**src/rtl/sopc_cpu_oci_dct_packer.sv**
```systemverilog
// Trace symbol packer: collects 2-bit symbols LSB-first into 15-symbol words
// and flushes any partial word when the trace session is ended.
module sopc_cpu_oci_dct_packer (
    input  logic        clk,
    input  logic        reset_n,
    input  logic [1:0]  sym_in,
    input  logic        sym_valid,
    output logic        sym_ready,
    input  logic        end_req,
    output logic [29:0] dct_buffer,
    output logic [3:0]  dct_count,
    output logic        dct_valid,
    input  logic        dct_ready,
    output logic        test_ending,
    output logic        test_has_ended
);

    typedef enum logic [1:0] {
        RUN   = 2'd0,
        FLUSH = 2'd1,
        DONE  = 2'd2
    } state_t;

    localparam logic [3:0] LAST_SLOT = 4'd14;
    localparam logic [3:0] FULL_CNT  = 4'd15;

    state_t      state, state_nxt;
    logic [29:0] acc, acc_nxt, acc_ins;
    logic [3:0]  cnt, cnt_nxt;
    logic [29:0] out_buf, out_buf_nxt;
    logic [3:0]  out_cnt, out_cnt_nxt;
    logic        out_vld, out_vld_nxt;
    logic        out_free;
    logic        sym_xfer;
    logic [4:0]  shamt;

    always_comb begin
        out_free = !out_vld || dct_ready;
        shamt    = {cnt, 1'b0};
        acc_ins  = (acc & ~(30'h3 << shamt)) | ({28'd0, sym_in} << shamt);

        // The last slot can only be filled if the completed word has somewhere to go.
        sym_ready = (state == RUN) && ((cnt != LAST_SLOT) || out_free);
        sym_xfer  = sym_valid && sym_ready;

        state_nxt   = state;
        acc_nxt     = acc;
        cnt_nxt     = cnt;
        out_buf_nxt = out_buf;
        out_cnt_nxt = out_cnt;
        out_vld_nxt = out_vld;

        if (out_vld && dct_ready) begin
            out_vld_nxt = 1'b0;
        end

        case (state)
            RUN: begin
                if (sym_xfer) begin
                    if (cnt == LAST_SLOT) begin
                        out_buf_nxt = acc_ins;
                        out_cnt_nxt = FULL_CNT;
                        out_vld_nxt = 1'b1;
                        acc_nxt     = '0;
                        cnt_nxt     = '0;
                    end else begin
                        acc_nxt = acc_ins;
                        cnt_nxt = cnt + 4'd1;
                    end
                end
                if (end_req) begin
                    state_nxt = FLUSH;
                end
            end

            FLUSH: begin
                if (cnt != 4'd0) begin
                    if (out_free) begin
                        out_buf_nxt = acc;
                        out_cnt_nxt = cnt;
                        out_vld_nxt = 1'b1;
                        acc_nxt     = '0;
                        cnt_nxt     = '0;
                    end
                end else if (out_free) begin
                    state_nxt = DONE;
                end
            end

            DONE: begin
                state_nxt = DONE;
            end

            default: begin
                state_nxt = RUN;
            end
        endcase
    end

    always_ff @(posedge clk) begin
        if (!reset_n) begin
            state   <= RUN;
            acc     <= '0;
            cnt     <= '0;
            out_buf <= '0;
            out_cnt <= '0;
            out_vld <= 1'b0;
        end else begin
            state   <= state_nxt;
            acc     <= acc_nxt;
            cnt     <= cnt_nxt;
            out_buf <= out_buf_nxt;
            out_cnt <= out_cnt_nxt;
            out_vld <= out_vld_nxt;
        end
    end

    assign dct_buffer     = out_buf;
    assign dct_count      = out_cnt;
    assign dct_valid      = out_vld;
    assign test_ending    = (state != RUN);
    assign test_has_ended = (state == DONE);

endmodule

```
**config.mk**
```make
export PLATFORM = sky130hd
export DESIGN_NAME = sopc_cpu_oci_dct_packer
export DESIGN_NICKNAME = d
export VERILOG_FILES = /design/src/rtl/sopc_cpu_oci_dct_packer.sv
export SDC_FILE = /design/constraint.sdc
export NUM_CORES = 1
export LEC_CHECK = 0
export CORE_MARGIN = 4
export CORE_UTILIZATION = 34
export DETAILED_ROUTE_END_ITERATION = 12
export DONT_BUFFER_PORTS = 1
export PLACE_DENSITY = 0.45
export SETUP_SLACK_MARGIN = 0.1
export SLEW_MARGIN = 20
export SYNTH_ARGS = -nofsm -noshare
export SYNTH_HDL_FRONTEND = slang
export SYNTH_SLANG_ARGS = --single-unit
```
**constraint.sdc**
```tcl
create_clock -name clk -period 4 [get_ports clk]
set_input_delay 0.8 -clock clk [delete_from_list [all_inputs] [get_ports clk]]
set_output_delay 0.8 -clock clk [all_outputs]
set_load 0.05 [all_outputs]
```
==> results by group, run 1 <==
STA
  – Fmax: 0.362 GHz
  – Worst slew pin tran: 0.905 ns
  – Count of final setup violators: 0
  – WHS: 0.432 ns
  – Period utilization: 0.691
  – Worst Slack Setup Final: 1.23 ns
  – Hold Fails Final Rpt: 0
  – Slew headroom: 0.396
  – Period minus WS final: 2.77 ns
  – Setup TNS: 0 ns
  – RSZ-0062 raised after global routing: false
  – Slew Viols, Final: 0
  – Worst Skew: 0.00747 ns

Clock tree
  – Clk_lat worst skew: 0.33 ns
  – CTS tree: yes
  – Hold buffers post-CTS: 0
  – PostCTS Resize Cnt: 0
  – CTS H-Tree Depth: 3
  – Clock root buffer: clkbuf_16
  – Clock slew at reported path FFs: 0.06 ns
  – CTS Sinks: 71
  – CTS max path bufs: 2
  – Cts bufs inserted: 9
  – Setup bufs post-CTS: 0

Synthesis
  – #FFs+latches synth: 71
  – Async S/R FF share, synth: 0
  – Synth top area share: 0.350
  – Syn nets: 465
  – Avg Inst Size Synth: 8.95 um^2
  – Largest cells by area after synthesis: dfxtp_1 35%, a311oi_2 8.1%, mux2i_1 6.2%
  – Synth Instances: 453
  – Synth warnings: 0
  – Post-synthesis instance area: 4060 um^2
  – Register area share after synthesis: 0.350
  – Post-synthesis cell type count: 58
  – Post-synthesis cell type with the largest combined area: dfxtp_1
  – Post-synth EDFFs: 0
  – Primary FF master, synth: dfxtp_1

Setup path
  – Nature of the critical path endpoint: output port
  – Type of origin of the critical path: flip-flop
  – Reg2reg setup slack: 1.30 ns
  – Req. time, crit path: 3.20 ns
  – FF-to-FF End: dct_buffer[12]
  – FF-to-FF path depth: 7
  – Origin of the critical flop-to-flop path: cnt[3]
  – CP cell instances: and4b_1, a21oi_1, buf_4
  – Slowest stage delay, CP: 0.91 ns
  – Critical path's slowest cell: dfxtp_1
  – Crit-path max FO: 22
  – Crit path kind: flip-flop to output port
  – Arrival time worst endpoint: 1.97 ns

Drt
  – Initial DRC Count: 292
  – Average vias per placed instance: 5.77
  – DRT Wirelength: 11100 um
  – Vias: 3296
  – WL/cell: 19.5 um
  – Final ANT Viol Nets: 0
  – Remaining DRCs: 0
  – DR pass1 iterations: 6

Cells and area
  – Synth-to-Final Area Change: 6.11%
  – Proportion of layout cells with a drive suffix above 1: 0.161
  – Ant. Diodes: 0
  – Layout Cells excl Fill: 571
  – Count of nets after finishing: 435

Place
  – # port buffers: 0
  – Worst slack at placement: 1.32 ns
  – Placer Congestion: 0.768
  – Number of cells after detailed placement: 555
  – Post-DP HPWL: 7420 um

Power and ir drop
  – VDD IR max: 0.000196 V
  – Power per Cell Area: 548 nW/um^2
  – Pwr Total: 2.36 mW
  – Leakage: 1.33 nW

Global routing
  – Gr usage total: 0.170
  – First-pass GRT wire length: 18000 um
  – Global route overflow: 0
  – Largest net degree at the start of global routing: 43
  – Initial antenna violation count: 0
  – Number of global-route vias before repair: 3138

Worst hold path
  – Hold/Removal Path Class: flip-flop to flip-flop
  – Hold Path Cell Cnt: 2
  – Worst Min Path Start: acc[29]
  – Min-Delay Endpoint: acc[29]

Floorplan
  – Die ar.: 13700 um^2
  – Die width: 117 um
  – Core area: 11600 um^2
  – I/O pins: 45
  – Initial cell density of the core: 0.351
  – FP Rows: 39
  – Chip height: 117 um

Status
  – Outcome: finished, final reports clean

Run
  – Max cap viols: 0
==> power breakdown <==
group / switching, mW / internal (mW)
sequential: 0.223 / 0.768
combinational: 0.413 / 0.199
clock: 0.305 / 0.452
==> how the worst max path moves through the flow <==
stage	end	slack, ns	cells after the start	startpoint
2_1_floorplan	sym_ready	1.41	3	dct_ready
3_3_place_gp	dct_buffer[12]	1.41	7	cnt[3]
6_report	sym_ready	1.23	3	cnt[2]
3_5_place_dp	dct_buffer[16]	1.32	7	cnt[3]
5_1_grt	acc[8]	1.08	6	state[1]
4_1_cts	sym_ready	1.27	3	cnt[2]
==> sequential cells by signal, indices dropped and copies added (netlist names) <==
signal,flops
state,2
dct_valid,1
dct_buffer,30
cnt,4
dct_count,4
acc,30
==> layer usage <==
metal,share of wire,global-route usage,up-vias
met5,0,0,-
met2,0.44,0.241,92
met4,0.015,0.0657,0
met3,0.074,0.0422,21
met1,0.47,0.247,1545
li1,-,-,1638
==> cells in the mapped netlist, types with 2 or more instances <==
cell type	instances
and2_1	2
nor3_2	2
dfxtp_1	71
a31oi_1	4
nand4_1	4
mux2i_1	25
inv_1	11
buf_2	9
nor2_1	25
clkbuf_1	26
a211oi_2	6
o2bb2ai_1	4
nand3_1	24
nand2b_1	10
nand2_1	48
o32ai_1	3
o21ai_1	4
nand4b_1	3
nor2b_1	7
nor3_1	10
o21ai_0	15
nand3_2	2
buf_6	7
a32o_1	2
a311oi_2	22
buf_4	6
a32oi_1	2
o221a_1	15
mux2_2	2
or2_2	2
ha_1	5
a21oi_1	42
nor3b_2	2
a311oi_1	4
a211oi_1	4
==> cell families (layout without fill, tap and decap cells) <==
family,count (synthesis),count (layout),share of synthesized area
simple gates,154,154,0.205
compound gates,135,135,0.284
flops,71,71,0.350
buf+inv,61,36,0.0777
mux,27,27,0.0672
fa+ha+maj,5,5,0.0154
==> final cells by class <==
class | count | area, um^2
Inverter | 12 | 45.0
Tap cell | 143 | 179
Clock buffer | 13 | 260
Fill cell | 1169 | 7260
Multi-Input combinational cell | 321 | 2320
Clock inverter | 3 | 17.5
Timing Repair Buffer | 8 | 60.1
Sequential cell | 71 | 1420
==> critical path: cells and delay by family (launching register included) <==
kind | cells | cell delay [ns]
AND/OR/NAND/NOR | 1 | 0.41
AO/OA/AOI/OAI | 1 | 0.09
flip-flops | 1 | 0.91
buffers and inverters | 1 | 0.22
==> through the flow <==
step / utilization / cell area (um^2)
4_1_cts: 0.372 / 4300
2_1_floorplan: - / 4060
5_1_grt: 0.372 / 4300
6_report: 0.372 / 4300
3_5_place_dp: 0.348 / 4030
3_3_place_gp: 0.348 / 4030
==> cells in the final DEF (no fill, tap or decap), types with 5 or more instances in the layout <==
cell type,Yosys,final
buf_4,6,8
dfxtp_1,71,71
o221a_1,15,15
a311oi_2,22,22
nand2b_1,10,10
inv_1,11,11
nand3_1,24,24
nand2_1,48,48
nor3_1,10,10
a211oi_2,6,6
mux2i_1,25,25
o21ai_0,15,15
nor2_1,25,25
a21oi_1,42,42
nor2b_1,7,7
clkbuf_16,0,9
ha_1,5,5
Power figures use the tool's default switching activity.
==> run 2: changes to the inputs <==
- clock period: 4 -> 2.75 ns (I/O delays scaled with it)
==> run 2 against run 1 <==
Against the previous run:
- routed wire length increased by 1.6%
- worst setup slack lost 0.95 ns
- design area up 3.1%
- die area is the same
- clock power rose by 73%
- count of clock-buffer cells in the layout shrank 2
- via count up 1.0%
- sequential share of layout area shrank 1.0 points
- final cell count increased by 1.6%
- largest power group unchanged
- highest routed layer unchanged
==> results by group, run 2 (synthesis gave the netlist of run 1 again) <==
Run
  – Max cap viols: 0 (unchanged)

Global routing
  – Largest net degree at the start of global routing: 43 (unchanged)
  – GRT met1 Usage: 0.239 (-0.00781)
  – Met2 Use GR: 0.270 (+0.0287)
  – Met3 Use GR: 0.0303 (-0.0118)
  – GR peak layer: met2
  – Number of global-route vias before repair: 3207 (+2.2%)
  – First-pass GRT wire length: 18100 um (+0.27%)
  – Global route overflow: 0 (unchanged)
  – Gr usage total: 0.173 (+0.00284)
  – Initial antenna violation count: 0 (unchanged)

Clock tree
  – CTS Sinks: 71 (unchanged)
  – Clk_lat worst skew: 0.34 ns (about the same)
  – CTS tree: yes
  – Setup bufs post-CTS: 0 (unchanged)
  – Clock slew at reported path FFs: 0.06 ns (about the same)
  – Cts bufs inserted: 9 (unchanged)
  – PostCTS Resize Cnt: 0 (unchanged)
  – CTS max path bufs: 2 (unchanged)
  – Hold buffers post-CTS: 0 (unchanged)
  – Clock root buffer: clkbuf_16
  – CTS H-Tree Depth: 3 (unchanged)

Power and ir drop
  – Leakage: 1.40 nW (+5.4%)
  – Power per Cell Area: 830 nW/um^2 (+51%)
  – VDD IR max: 0.000395 V (+100%)

Drt
  – DR pass1 iterations: 5 (-1)
  – Initial DRC Count: 174 (-40%)
  – Remaining DRCs: 0 (unchanged)
  – Final ANT Viol Nets: 0 (unchanged)
  – Average vias per placed instance: 5.74 (-0.54%)
  – Vias: 3330 (+1.0%)
  – WL/cell: 19.5 um (about the same)
  – DRT Wirelength: 11300 um (+1.6%)

Setup path
  – Crit path kind: flip-flop to output port
  – Slowest stage delay, CP: 0.69 ns (-0.22 ns)
  – WP depth: 4 (+1)
  – CP cell instances: buf_4, and4b_1, a21oi_1, buf_4
  – FF-to-FF path depth: 5 (-2)
  – Type of origin of the critical path: flip-flop
  – Req. time, crit path: 2.20 ns (-1.00 ns)
  – Most frequent cell on the critical path: buf_4
  – Nature of the critical path endpoint: output port
  – CP delay by family, top: flip-flops
  – Arrival time worst endpoint: 1.91 ns (-0.06 ns)
  – Crit-path max FO: 15 (-32%)
  – Buffers & Inverters on Critical Path: 2 (+1)
  – Critical path's slowest cell: dfxtp_1

STA
  – Period utilization: 0.896
  – Worst slew pin tran: 0.708 ns (-0.197 ns)
  – Slew Viols, Final: 0 (unchanged)
  – Slew headroom: 0.527 (+0.131)
  – Worst Skew: 0.00620 ns (-0.00127 ns)
  – RSZ-0062 raised after global routing: false
  – Hold Fails Final Rpt: 0 (unchanged)
  – Period minus WS final: 2.46 ns
  – Count of final setup violators: 0 (unchanged)
  – Setup TNS: 0 ns (unchanged)
  – Fmax: 0.406 GHz

Cells and area
  – Count of nets after finishing: 444 (+2.1%)
  – Layout Cells excl Fill: 580 (+1.6%)
  – Commonest non-fill, non-tap cell in the layout: dfxtp_1
  – Proportion of layout cells with a drive suffix above 1: 0.183 (+0.0219)
  – Cell area after layout: 4440 um^2 (+3.1%)
  – Commonest non-fill, non-tap cells in the layout: 71 x dfxtp_1, 48 x nand2_1, 42 x a21oi_1
  – Ant. Diodes: 0 (unchanged)
  – Synth-to-Final Area Change: 9.44%

Floorplan
  – FP Rows: 39 (unchanged)
  – Die ar.: 13700 um^2 (unchanged)
  – Die width: 117 um (unchanged)
  – Chip height: 117 um (unchanged)
  – Core area: 11600 um^2 (unchanged)
  – I/O pins: 45 (unchanged)
  – Initial cell density of the core: 0.351 (unchanged)

Place
  – Placed Area: 4110 um^2 (+2.0%)
  – # port buffers: 0 (unchanged)
  – Post-DP HPWL: 7560 um (+1.8%)
  – Number of cells after detailed placement: 564 (+1.6%)
  – Placer Congestion: 0.754 (-1.9%)

Worst hold path
  – Hold Path Cell Cnt: 2 (unchanged)
  – Hold/Removal Path Class: input port to flip-flop

Status
  – Outcome: finished, final reports clean
-- run 2: changes by cell type in the layout (fill, tap and decap cells not counted) --
cell | previous run | this run
buf_4 | 8 | 16
bufinv_16 | 0 | 2
clkbuf_1 | 2 | 0
buf_12 | 0 | 1
clkinv_2 | 2 | 1
clkinvlp_4 | 1 | 2
-- run 2: stage by stage --
step / power, mW / hold slack [ns] / utilization / setup WS [ns]
4_1_cts: 3.72 / 0.326 / 0.384 / 0.290
5_1_grt: 3.86 / 0.349 / 0.384 / 0.204
3_3_place_gp: 2.39 / 0.425 / 0.355 / 0.580
2_1_floorplan: 2.20 / 0.409 / - / 0.534
3_5_place_dp: 2.40 / 0.425 / 0.355 / 0.489
6_report: 3.69 / 0.352 / 0.384 / 0.287
-- run 2: worst reg2reg max path, cell delays in order (launching register included) --
cell and delay (ns):
dfxtp_1 0.78, nand4b_4 0.35, o21ai_1 0.36, and2_1 0.17
buf_4 0.31, mux2i_1 0.24
-- run 2: per-layer routing --
layer | wire, um | share of wire | vias to the layer above
met5 | 0 | 0 | -
met4 | 125 | 0.011 | 0
met3 | 449 | 0.040 | 6
met2 | 5110 | 0.45 | 53
met1 | 5630 | 0.50 | 1615
li1 | - | - | 1656
-- run 2: worst paths after layout --
check	start	end	slack, ns
max	cnt[2]	sym_ready	0.29
min	reset_n	acc[29]	0.35
max reg2reg	cnt[1]	acc[23]	0.48
min reg2reg	acc[28]	acc[28]	0.44
-- run 2: final cells by class --
cell class | count | area, um^2
inverters | 12 | 45.0
clock inverters | 5 | 80.1
repair buffers | 17 | 140
clock buffers | 11 | 253
flip-flops and latches | 71 | 1420
fillers | 1163 | 7130
well taps | 143 | 179
multi-input cells | 321 | 2320
-- run 2: power breakdown --
part	internal, mW	total (mW)	switching [mW]
clock network	0.842	1.31	0.469
logic	0.317	0.943	0.626
registers	1.12	1.43	0.314
